<file path="src/rtl/pipeline_control.sv">
// pipeline_control
//   Central sequencing block for the 5-stage MIPS pipeline. Merges the stage
//   stall requests into one stall vector, arbitrates PC redirects (exception /
//   ERET over branch), raises flush on exceptions, inserts fetch penalty
//   cycles after every accepted redirect and keeps two saturating
//   performance counters.
//
// Ports
//   clock, reset              system clock, synchronous active-high reset
//   stall_request_id/ex/mem   per-stage hazard / busy requests
//   branch_taken, branch_target   branch redirect from ID
//   exception_valid, exception_is_eret, cp0_epc   exception redirect from MEM
//   stall[5:0]                hold vector: 0 PC, 1 IF, 2 ID, 3 EX, 4 MEM, 5 WB
//   flush                     clear all pipeline registers
//   register_pc_write_enable/_data   PC register write port
//   stall_cycles, flush_count saturating performance counters
module pipeline_control #(
    parameter logic [31:0] EXCEPTION_VECTOR = 32'h00000020,
    parameter int unsigned REDIRECT_PENALTY = 1,
    parameter int unsigned COUNTER_WIDTH    = 32
) (
    input  logic                     clock,
    input  logic                     reset,
    input  logic                     stall_request_id,
    input  logic                     stall_request_ex,
    input  logic                     stall_request_mem,
    input  logic                     branch_taken,
    input  logic [31:0]              branch_target,
    input  logic                     exception_valid,
    input  logic                     exception_is_eret,
    input  logic [31:0]              cp0_epc,
    output logic [5:0]               stall,
    output logic                     flush,
    output logic                     register_pc_write_enable,
    output logic [31:0]              register_pc_write_data,
    output logic [COUNTER_WIDTH-1:0] stall_cycles,
    output logic [COUNTER_WIDTH-1:0] flush_count
);

    localparam logic [3:0] PENALTY_LOAD = 4'(REDIRECT_PENALTY);
    localparam logic [COUNTER_WIDTH-1:0] COUNT_ONE = COUNTER_WIDTH'(1);

    logic [3:0]               penalty_q, penalty_d;
    logic [COUNTER_WIDTH-1:0] stall_cycles_q, stall_cycles_d;
    logic [COUNTER_WIDTH-1:0] flush_count_q, flush_count_d;
    logic                     redirect_accepted;

    // Stall priority and redirect arbitration. All outputs are forced low
    // while reset is held, regardless of the request inputs.
    always_comb begin
        stall                    = 6'b000000;
        flush                    = 1'b0;
        register_pc_write_enable = 1'b0;
        register_pc_write_data   = 32'h0;
        if (!reset) begin
            if (exception_valid) begin
                // Exception owns the cycle: no stall, branch ignored.
                flush                    = 1'b1;
                register_pc_write_enable = 1'b1;
                register_pc_write_data   = exception_is_eret ? cp0_epc : EXCEPTION_VECTOR;
            end else begin
                if (stall_request_mem)      stall = 6'b011111;
                else if (stall_request_ex)  stall = 6'b001111;
                else if (stall_request_id)  stall = 6'b000111;
                else if (penalty_q != 4'd0) stall = 6'b000011;
                // Enable is presented even while the PC is held; the PC
                // register itself qualifies it with stall[0].
                if (branch_taken) begin
                    register_pc_write_enable = 1'b1;
                    register_pc_write_data   = branch_target;
                end
            end
        end
    end

    // During an exception stall is all-zero, so exceptions always pass here.
    assign redirect_accepted = register_pc_write_enable && !stall[0];

    always_comb begin
        penalty_d = penalty_q;
        if (redirect_accepted) begin
            penalty_d = PENALTY_LOAD;
        end else if ((penalty_q != 4'd0) && !stall[2]) begin
            // Frozen while ID or any later stage is held.
            penalty_d = penalty_q - 4'd1;
        end
    end

    always_comb begin
        stall_cycles_d = stall_cycles_q;
        flush_count_d  = flush_count_q;
        if ((stall != 6'b000000) && (stall_cycles_q != '1)) begin
            stall_cycles_d = stall_cycles_q + COUNT_ONE;
        end
        if (flush && (flush_count_q != '1)) begin
            flush_count_d = flush_count_q + COUNT_ONE;
        end
    end

    always_ff @(posedge clock) begin
        if (reset) begin
            penalty_q      <= 4'd0;
            stall_cycles_q <= '0;
            flush_count_q  <= '0;
        end else begin
            penalty_q      <= penalty_d;
            stall_cycles_q <= stall_cycles_d;
            flush_count_q  <= flush_count_d;
        end
    end

    // Counters read as zero for the whole reset window, including the
    // first cycle before the synchronous clear has taken effect.
    assign stall_cycles = reset ? '0 : stall_cycles_q;
    assign flush_count  = reset ? '0 : flush_count_q;

endmodule

</file>
<file path="config.mk">
export PLATFORM = sky130hd
export DESIGN_NAME = pipeline_control
export DESIGN_NICKNAME = d
export VERILOG_FILES = /design/src/rtl/pipeline_control.sv
export SDC_FILE = /design/constraint.sdc
export NUM_CORES = 1
export LEC_CHECK = 0
export CAP_MARGIN = 30
export CORE_MARGIN = 2
export CORE_UTILIZATION = 35
export DETAILED_ROUTE_END_ITERATION = 8
export HOLD_SLACK_MARGIN = 0.15
export PLACE_DENSITY = 0.67
export SKIP_LAST_GASP = 1
export SLEW_MARGIN = 20
export SYNTH_ARGS = -nofsm -noshare
export SYNTH_HDL_FRONTEND = slang
export SYNTH_SLANG_ARGS = --single-unit
</file>
<file path="constraint.sdc">
create_clock -name clock -period 4.9 [get_ports clock]
set_input_delay 0.49 -clock clock [delete_from_list [all_inputs] [get_ports clock]]
set_output_delay 0.49 -clock clock [all_outputs]
set_load 0.05 [all_outputs]
</file>
# After elaboration in Yosys (flattened, before gate mapping)
# Cells that the tools add are included.
[totals]
ff_bits = 68
latchBits = 0
mem_bits_rw = 0
mem_bits_ro = 0
input_bits = 72
out_inout_bits = 104
mem_count = 0
[classes]
n_addsub = 3
multipliers = 0
div = 0
magnitude_cmp = 0
eq_ne = 2
shifts = 0
mux = 19
n_bitwise = 0
n_reduce_logical = 10
[ops]
columns = ["op", "n"]
rows = [
  ["$mux 32", 6],
  ["$add 32x1->32 const B", 2],
  ["$ne 32x32->1 const B", 2],
  ["$mux 5", 3],
  ["$mux 1", 7],
  ["$reduce_bool 6->1", 1],
  ["$logic_and 1x1->1", 4],
  ["$mux 4", 1],
  ["$reduce_bool 4->1", 1],
  ["$sub 4x1->4 const B", 1],
  ["$mux 3", 1],
  ["$logic_not 1->1", 2],
  ["$mux 2", 1],
  ["$reduce_bool 2->1", 1],
  ["$reduce_or 2->1", 1],
]

# Logic depth before layout (Yosys ltp)
# Gate-level depths: netlist of run 1.
[logic_depth]
word_depth = 11
mapped_depth = 9

# Worst setup path before layout of run 1
# OpenSTA, ideal clock, no wires.
[synth_path]
path_kind = "input port to output port"
from = "input reset"
to = "output stall[2]"
arrival_ns = 2.156
slack_ns = 2.254
cell_stages = 4
n_path_buf = 3
path_cell_list = "clkbuf_1 > clkbuf_1 > buf_1 > nor3_1"
[synth_via]
elab_chain_len = 1
[synth_rtl]
columns = ["element", "line", "rtl"]
rows = [
  ["start: declaration", "23", "input logic reset,"],
  ["$mux 5", "55", "if (!reset) begin"],
  ["end: declaration", "32", "output logic [5:0] stall,"],
]
# No other way between the ends.

# Worst setup path after layout of run 1
[layout_path]
from = "input exception_is_eret"
to = "output register_pc_write_data[1]"
[layout_via]
elab_chain_len = 3
[layout_rtl]
columns = ["element", "line", "rtl"]
rows = [
  ["start: declaration", "30", "input logic exception_is_eret,"],
  ["$mux 32", "60", "register_pc_write_data = exception_is_eret ? cp0_epc : EXCEPTION_VECTOR;"],
  ["$mux 32", "56", "if (exception_valid) begin"],
  ["$mux 32", "55", ""],
  ["end: declaration", "35", "output logic [31:0] register_pc_write_data,"],
]
# No other way between the ends.

==> results of run 1 <==
==> cell type report <==
class	instances	area share [%]
clock inverter	6	1.73
multi-input combinational	448	42.7
sequential	68	21.0
clock buffer	10	3.53
timing repair buffer	180	27.7
tap	147	2.83
inverter	10	0.578
==> state kept, by name, summed over array words and instances, names as in the netlist <==
signal,count
flush_count_q,32
stall_cycles_q,32
penalty_q,4
==> worst paths after layout <==
check             slack, ps                               to  cells past startpoint                            start
hold / removal          470  stall_cycles_q[31]$_SDFFE_PP0P_                      1  stall_cycles_q[31]$_SDFFE_PP0P_
hold reg to reg         470  stall_cycles_q[31]$_SDFFE_PP0P_                      1  stall_cycles_q[31]$_SDFFE_PP0P_
setup / recovery       1550        register_pc_write_data[1]                      6                exception_is_eret
setup reg to reg       2060   stall_cycles_q[7]$_SDFFE_PP0P_                      7   stall_cycles_q[0]$_SDFFE_PP0P_
==> per-stage QoR <==
step,cells,hold WS (ps)
5_1_grt,869,488
3_3_place_gp,851,435
4_1_cts,867,465
6_report,869,470
3_5_place_dp,851,454
2_1_floorplan,560,427
==> metal layers <==
layer	vias up	GRT usage, %	wire [µm]
met5	-	0	0
met3	18	5.85	1210
met2	180	34.6	6810
li1	2359	-	-
met1	2225	22.7	5620
met4	0	7.39	260
==> kinds of logic after synthesis <==
logic type / count (synthesis)
AND/OR/NAND/NOR: 304
AO/OA/AOI/OAI: 105
flip-flops: 68
buffers and inverters: 44
multiplexers: 22
XOR/XNOR: 12
adder cells (fa/ha/maj): 4
other: 1
==> cells in the mapped netlist, drive strengths merged, types with 6 or more instances <==
cell / instances / area [µm²]
and3: 9 / 56.3
nor3: 14 / 70.1
nor4: 9 / 75.1
and2: 7 / 43.8
nand3: 18 / 90.1
nor2b: 60 / 375
a22oi: 29 / 218
or3: 7 / 43.8
buf: 10 / 61.3
clkbuf: 24 / 90.1
nand2: 47 / 176
xor2: 6 / 52.6
a21oi: 18 / 90.1
nor2: 71 / 267
nand4: 26 / 169
o21ai: 21 / 105
xnor2: 6 / 52.6
o31ai: 18 / 149
or4: 21 / 161
dfxtp: 68 / 1360
and4: 10 / 87.6
mux2: 21 / 236
inv: 10 / 37.5
==> power by group <==
group / internal [mW] / switching [mW] / total, mW
Sequential: 0.570 / 0.0149 / 0.585
Combinational: 0.139 / 0.187 / 0.326
Clock: 0.498 / 0.245 / 0.743
==> flow_metrics.tcl, run 1 <==
set metrics [dict create \
    run_status "finished clean" \
    pre_cts_ws_ps 1200 \
    syn_area_um2 4320 \
    area_growth_pct 50.4 \
    synthCells 560 \
    post-cts-setup-buffers 0 \
    max_freq_mhz 298 \
    totalWireLength_mm 13.9 \
    first_pass_iters 5 \
    fin_crit_sh_pct 68.5 \
    skew_ps 8.24 \
    synth_nets 636 \
    drive_above_1_share_pct 6.65 \
    final_common_cell "clkdlybuf4s50_1" \
    synth-simple-area-share_pct 38.3 \
    cp_common_cell "clkdlybuf4s50_1" \
    critPathKind "in2out" \
    worst_pin_slew_ps 796 \
    endpoint_kind "output pin" \
    rsz0062_at_grt "no" \
    grt_max_degree 68 \
    stdcell_area_um2 6490 \
    gp_congestion 0.788 \
    start_util_pct 35.9 \
    synth_fa_ha_area_share_pct 1.16 \
    synthXorXnorAreaFrac_pct 2.43 \
    hp-class "reg2reg" \
    peakVddDrop_mv 0.165 \
    finalHoldViolCount 0 \
    slowest_delay_ps 820 \
    die-height_um 115 \
    vias 4782 \
    htreeDepth 3 \
    power.total_mw 1.65 \
    antennaDiodeCount 0 \
    drc 0 \
    die_area_um2 13200 \
    seqCellArea_um2 1360 \
    dpl_cell_area_um2 6120 \
    cts_tree "done" \
    worst-path-buf-inv 3 \
    insertion_delay_ps 330 \
    power.leakage_nw 2.27 \
    ctsResizeCount 0 \
    synth_top_family_by_area "simple AND/OR/NAND/NOR gates" \
    ys_types 52 \
    fill_cells 1137 \
    period_needed_ps 3350 \
    cp_cell_sequence "clkdlybuf4s50_1, and2_1, buf_8, a22oi_1, nor2_1, clkdlybuf4s50_1" \
    die_w_um 115 \
    tns_ps 0 \
    synth_area_per_cell_um2 7.71 \
    setup_viol 0 \
    worstSetupStartpointType "primary input" \
    ys_warn_count 0 \
    arrival_ps 2860 \
    grt.overflow.total 0 \
    multi_input_area_um2 2770 \
    layout_setup_ws_ps 1550 \
    hold_buffers 0 \
    postRouteAntennaNets 0 \
    cts-root-buf "clkbuf_16" \
    core_um2 12000 \
    drv_cap 0 \
    numCtsBuffers 9 \
    antenna_found_initial 0 \
    critical_path_required_ps 4410 \
    path_clk_slew_ps 60 \
    io_pins 176 \
    maxSlewHeadroom_pct 46.5 \
    track_usage_pct 19.8 \
    detailed_place_hpwl_mm 10.4 \
    synth_mux_area_share_pct 5.71 \
    synth-async-reset-ratio_pct 0 \
    final_cell_mix "clkdlybuf4s50_1, nor2_1, dfxtp_1" \
    cp_max_fo 18 \
    cts_sinks 68 \
    final_nets 793 \
    yosys_most_used_dff "dfxtp_1" \
    crit_slowest_cell "clkdlybuf4s50_1" \
    ys_seq_elements 68 \
    synth_compound_gate_area_share_pct 16.4 \
    clock_path_buffers 2 \
    cp_top_family "buffers and inverters" \
    wl_per_cell_um 16.0 \
    drv_slew 0 \
    drtIter0Drc 205 \
    avgViaCountPerCell 5.50 \
    port_buffers 174 \
    grt_pass1_vias 4373 \
    synth_enable_flop_cells 0 \
    grt_pass1_wl_mm 21.0 \
    utilization_pct 54.1 \
    std_cell_rows 40 \
    p_per_area_nw_per_um2 255 \
    yosysSeqAreaShare_pct 31.5 \
]
Note: power is estimated with default switching activity, not from simulation.
==> inputs of run 2 (changes only) <==
PLACE_DENSITY = 0.7   (was 0.67)
clock period = 2.9 ns   (was 4.9 ns; I/O delays follow)
==> run 2 against run 1 <==
Worst setup slack worse by 1100 ps. Wire length is 3.6% higher. Largest cell class unchanged. Largest power group unchanged. Critical endpoint is now stall_cycles_q[1]$_SDFFE_PP0P_. Final cell count is 0.58% higher. Combinational power is 92% higher.
==> flow_metrics.tcl, run 2 (same netlist as run 1, synthesis figures left out) <==
set metrics [dict create \
    final_common_cell "clkdlybuf4s50_1" \
    r2r-end "stall_cycles_q[1]$_SDFFE_PP0P_" \
    ctsResizeCount 0 \
    maxSlewHeadroom_pct 51.3 \
    drc 0 \
    r2r_start "stall_cycles_q[0]$_SDFFE_PP0P_" \
    antennaDiodeCount 0 \
    cts_tree "done" \
    start_util_pct 35.9 \
    largest_registers "flush_count_q (32), stall_cycles_q (32), penalty_q (4)" \
    grt_max_degree 49 \
    drive_above_1_share_pct 12.7 \
    die_area_um2 13200 \
    hold_buffers 0 \
    detailed_place_hpwl_mm 10.8 \
    max_freq_mhz 400 \
    die-height_um 115 \
    worst_pin_slew_ps 726 \
    worstSetupStartpointType "flop" \
    port_buffers 174 \
    track_usage_pct 20.4 \
    p_per_area_nw_per_um2 390 \
    cp_max_fo 14 \
    cts-root-buf "clkbuf_16" \
    vias 4810 \
    arrival_ps 2720 \
    finalHoldViolCount 0 \
    multi_input_area_um2 2780 \
    pre_cts_ws_ps 180 \
    htreeDepth 3 \
    layout_setup_ws_ps 399 \
    tns_ps 0 \
    run_status "finished clean" \
    core_um2 12000 \
    postRouteAntennaNets 0 \
    totalWireLength_mm 14.4 \
    skew_ps 6.99 \
    std_cell_rows 40 \
    post-cts-setup-buffers 0 \
    numCtsBuffers 9 \
    startpoint "stall_cycles_q[0]$_SDFFE_PP0P_" \
    power.total_mw 2.67 \
    clock_path_buffers 2 \
    grt_pass1_wl_mm 21.6 \
    critPathCapture "stall_cycles_q[1]$_SDFFE_PP0P_" \
    critical_path_required_ps 3110 \
    endpoint_kind "flop" \
    drv_slew 0 \
    drv_cap 0 \
    gp_congestion 0.841 \
    fill_cells 1062 \
    final_nets 798 \
    first_pass_iters 4 \
    antenna_found_initial 0 \
    fin_crit_sh_pct 86.3 \
    area_growth_pct 58.3 \
    avgViaCountPerCell 5.50 \
    setup_viol 0 \
    wl_per_cell_um 16.5 \
    final_cell_mix "clkdlybuf4s50_1, nor2_1, dfxtp_1" \
    insertion_delay_ps 330 \
    power.leakage_nw 2.45 \
    numPlacedInstances 857 \
    ff2ff_path_depth 7 \
    grt_pass1_vias 4406 \
    hp-class "in2reg" \
    grt.overflow.total 0 \
    seqCellArea_um2 1360 \
    rsz0062_at_grt "no" \
    drtIter0Drc 249 \
    peakVddDrop_mv 0.283 \
    final_cells 874 \
    critPathKind "reg2reg" \
    reg2reg_slack_ps 400 \
    io_pins 176 \
    cts_sinks 68 \
    period_needed_ps 2500 \
    path_clk_slew_ps 60 \
    die_w_um 115 \
    utilization_pct 56.9 \
]
-- run 2: final cells by class --
cell class	count	area share [%]
clock inverters	3	0.293
well taps	147	2.69
repair buffers	184	31.9
clock buffers	13	3.95
multi-input cells	449	40.7
inverters	10	0.549
flip-flops and latches	68	19.9
-- run 2: per-stage QoR --
step	hold slack, ps	area (µm²)
after global placement	439	6530
final	373	6840
after CTS	363	6820
after floorplan	427	4320
after detailed placement	470	6530
after global routing	379	6840
-- run 2: layer usage --
layer | track usage (%) | routed length, µm | vias to the layer above
met3 | 6.11 | 1130 | 27
met4 | 6.83 | 295 | 0
met2 | 36.7 | 7150 | 170
li1 | - | - | 2379
met1 | 23.0 | 5830 | 2234
met5 | 0 | 0 | -
-- run 2: where the power goes --
group	total (mW)	switching, mW	internal, mW
logic	0.625	0.333	0.292
clock network	1.05	0.402	0.647
registers	0.991	0.0268	0.964
total	2.67	0.762	1.90
-- run 2: worst min path at each step --
stage | start | cells past startpoint | end
after global placement | stall_cycles_q[31]$_SDFFE_PP0P_ | 1 | stall_cycles_q[31]$_SDFFE_PP0P_
after floorplan | stall_cycles_q[31]$_SDFFE_PP0P_ | 1 | stall_cycles_q[31]$_SDFFE_PP0P_
after global routing | reset | 2 | flush_count_q[16]$_SDFFE_PP0P_
after detailed placement | stall_cycles_q[31]$_SDFFE_PP0P_ | 1 | stall_cycles_q[31]$_SDFFE_PP0P_
final | reset | 2 | flush_count_q[16]$_SDFFE_PP0P_
after CTS | reset | 2 | flush_count_q[16]$_SDFFE_PP0P_
-- run 2: critical path, cell delays in order (launching register included) --
cell	delay, ps
dfxtp_1	400
ha_1	210
nand2_1	160
or4_4	560
o31ai_4	470
buf_4	300
mux2i_1	230
nor2_1	60
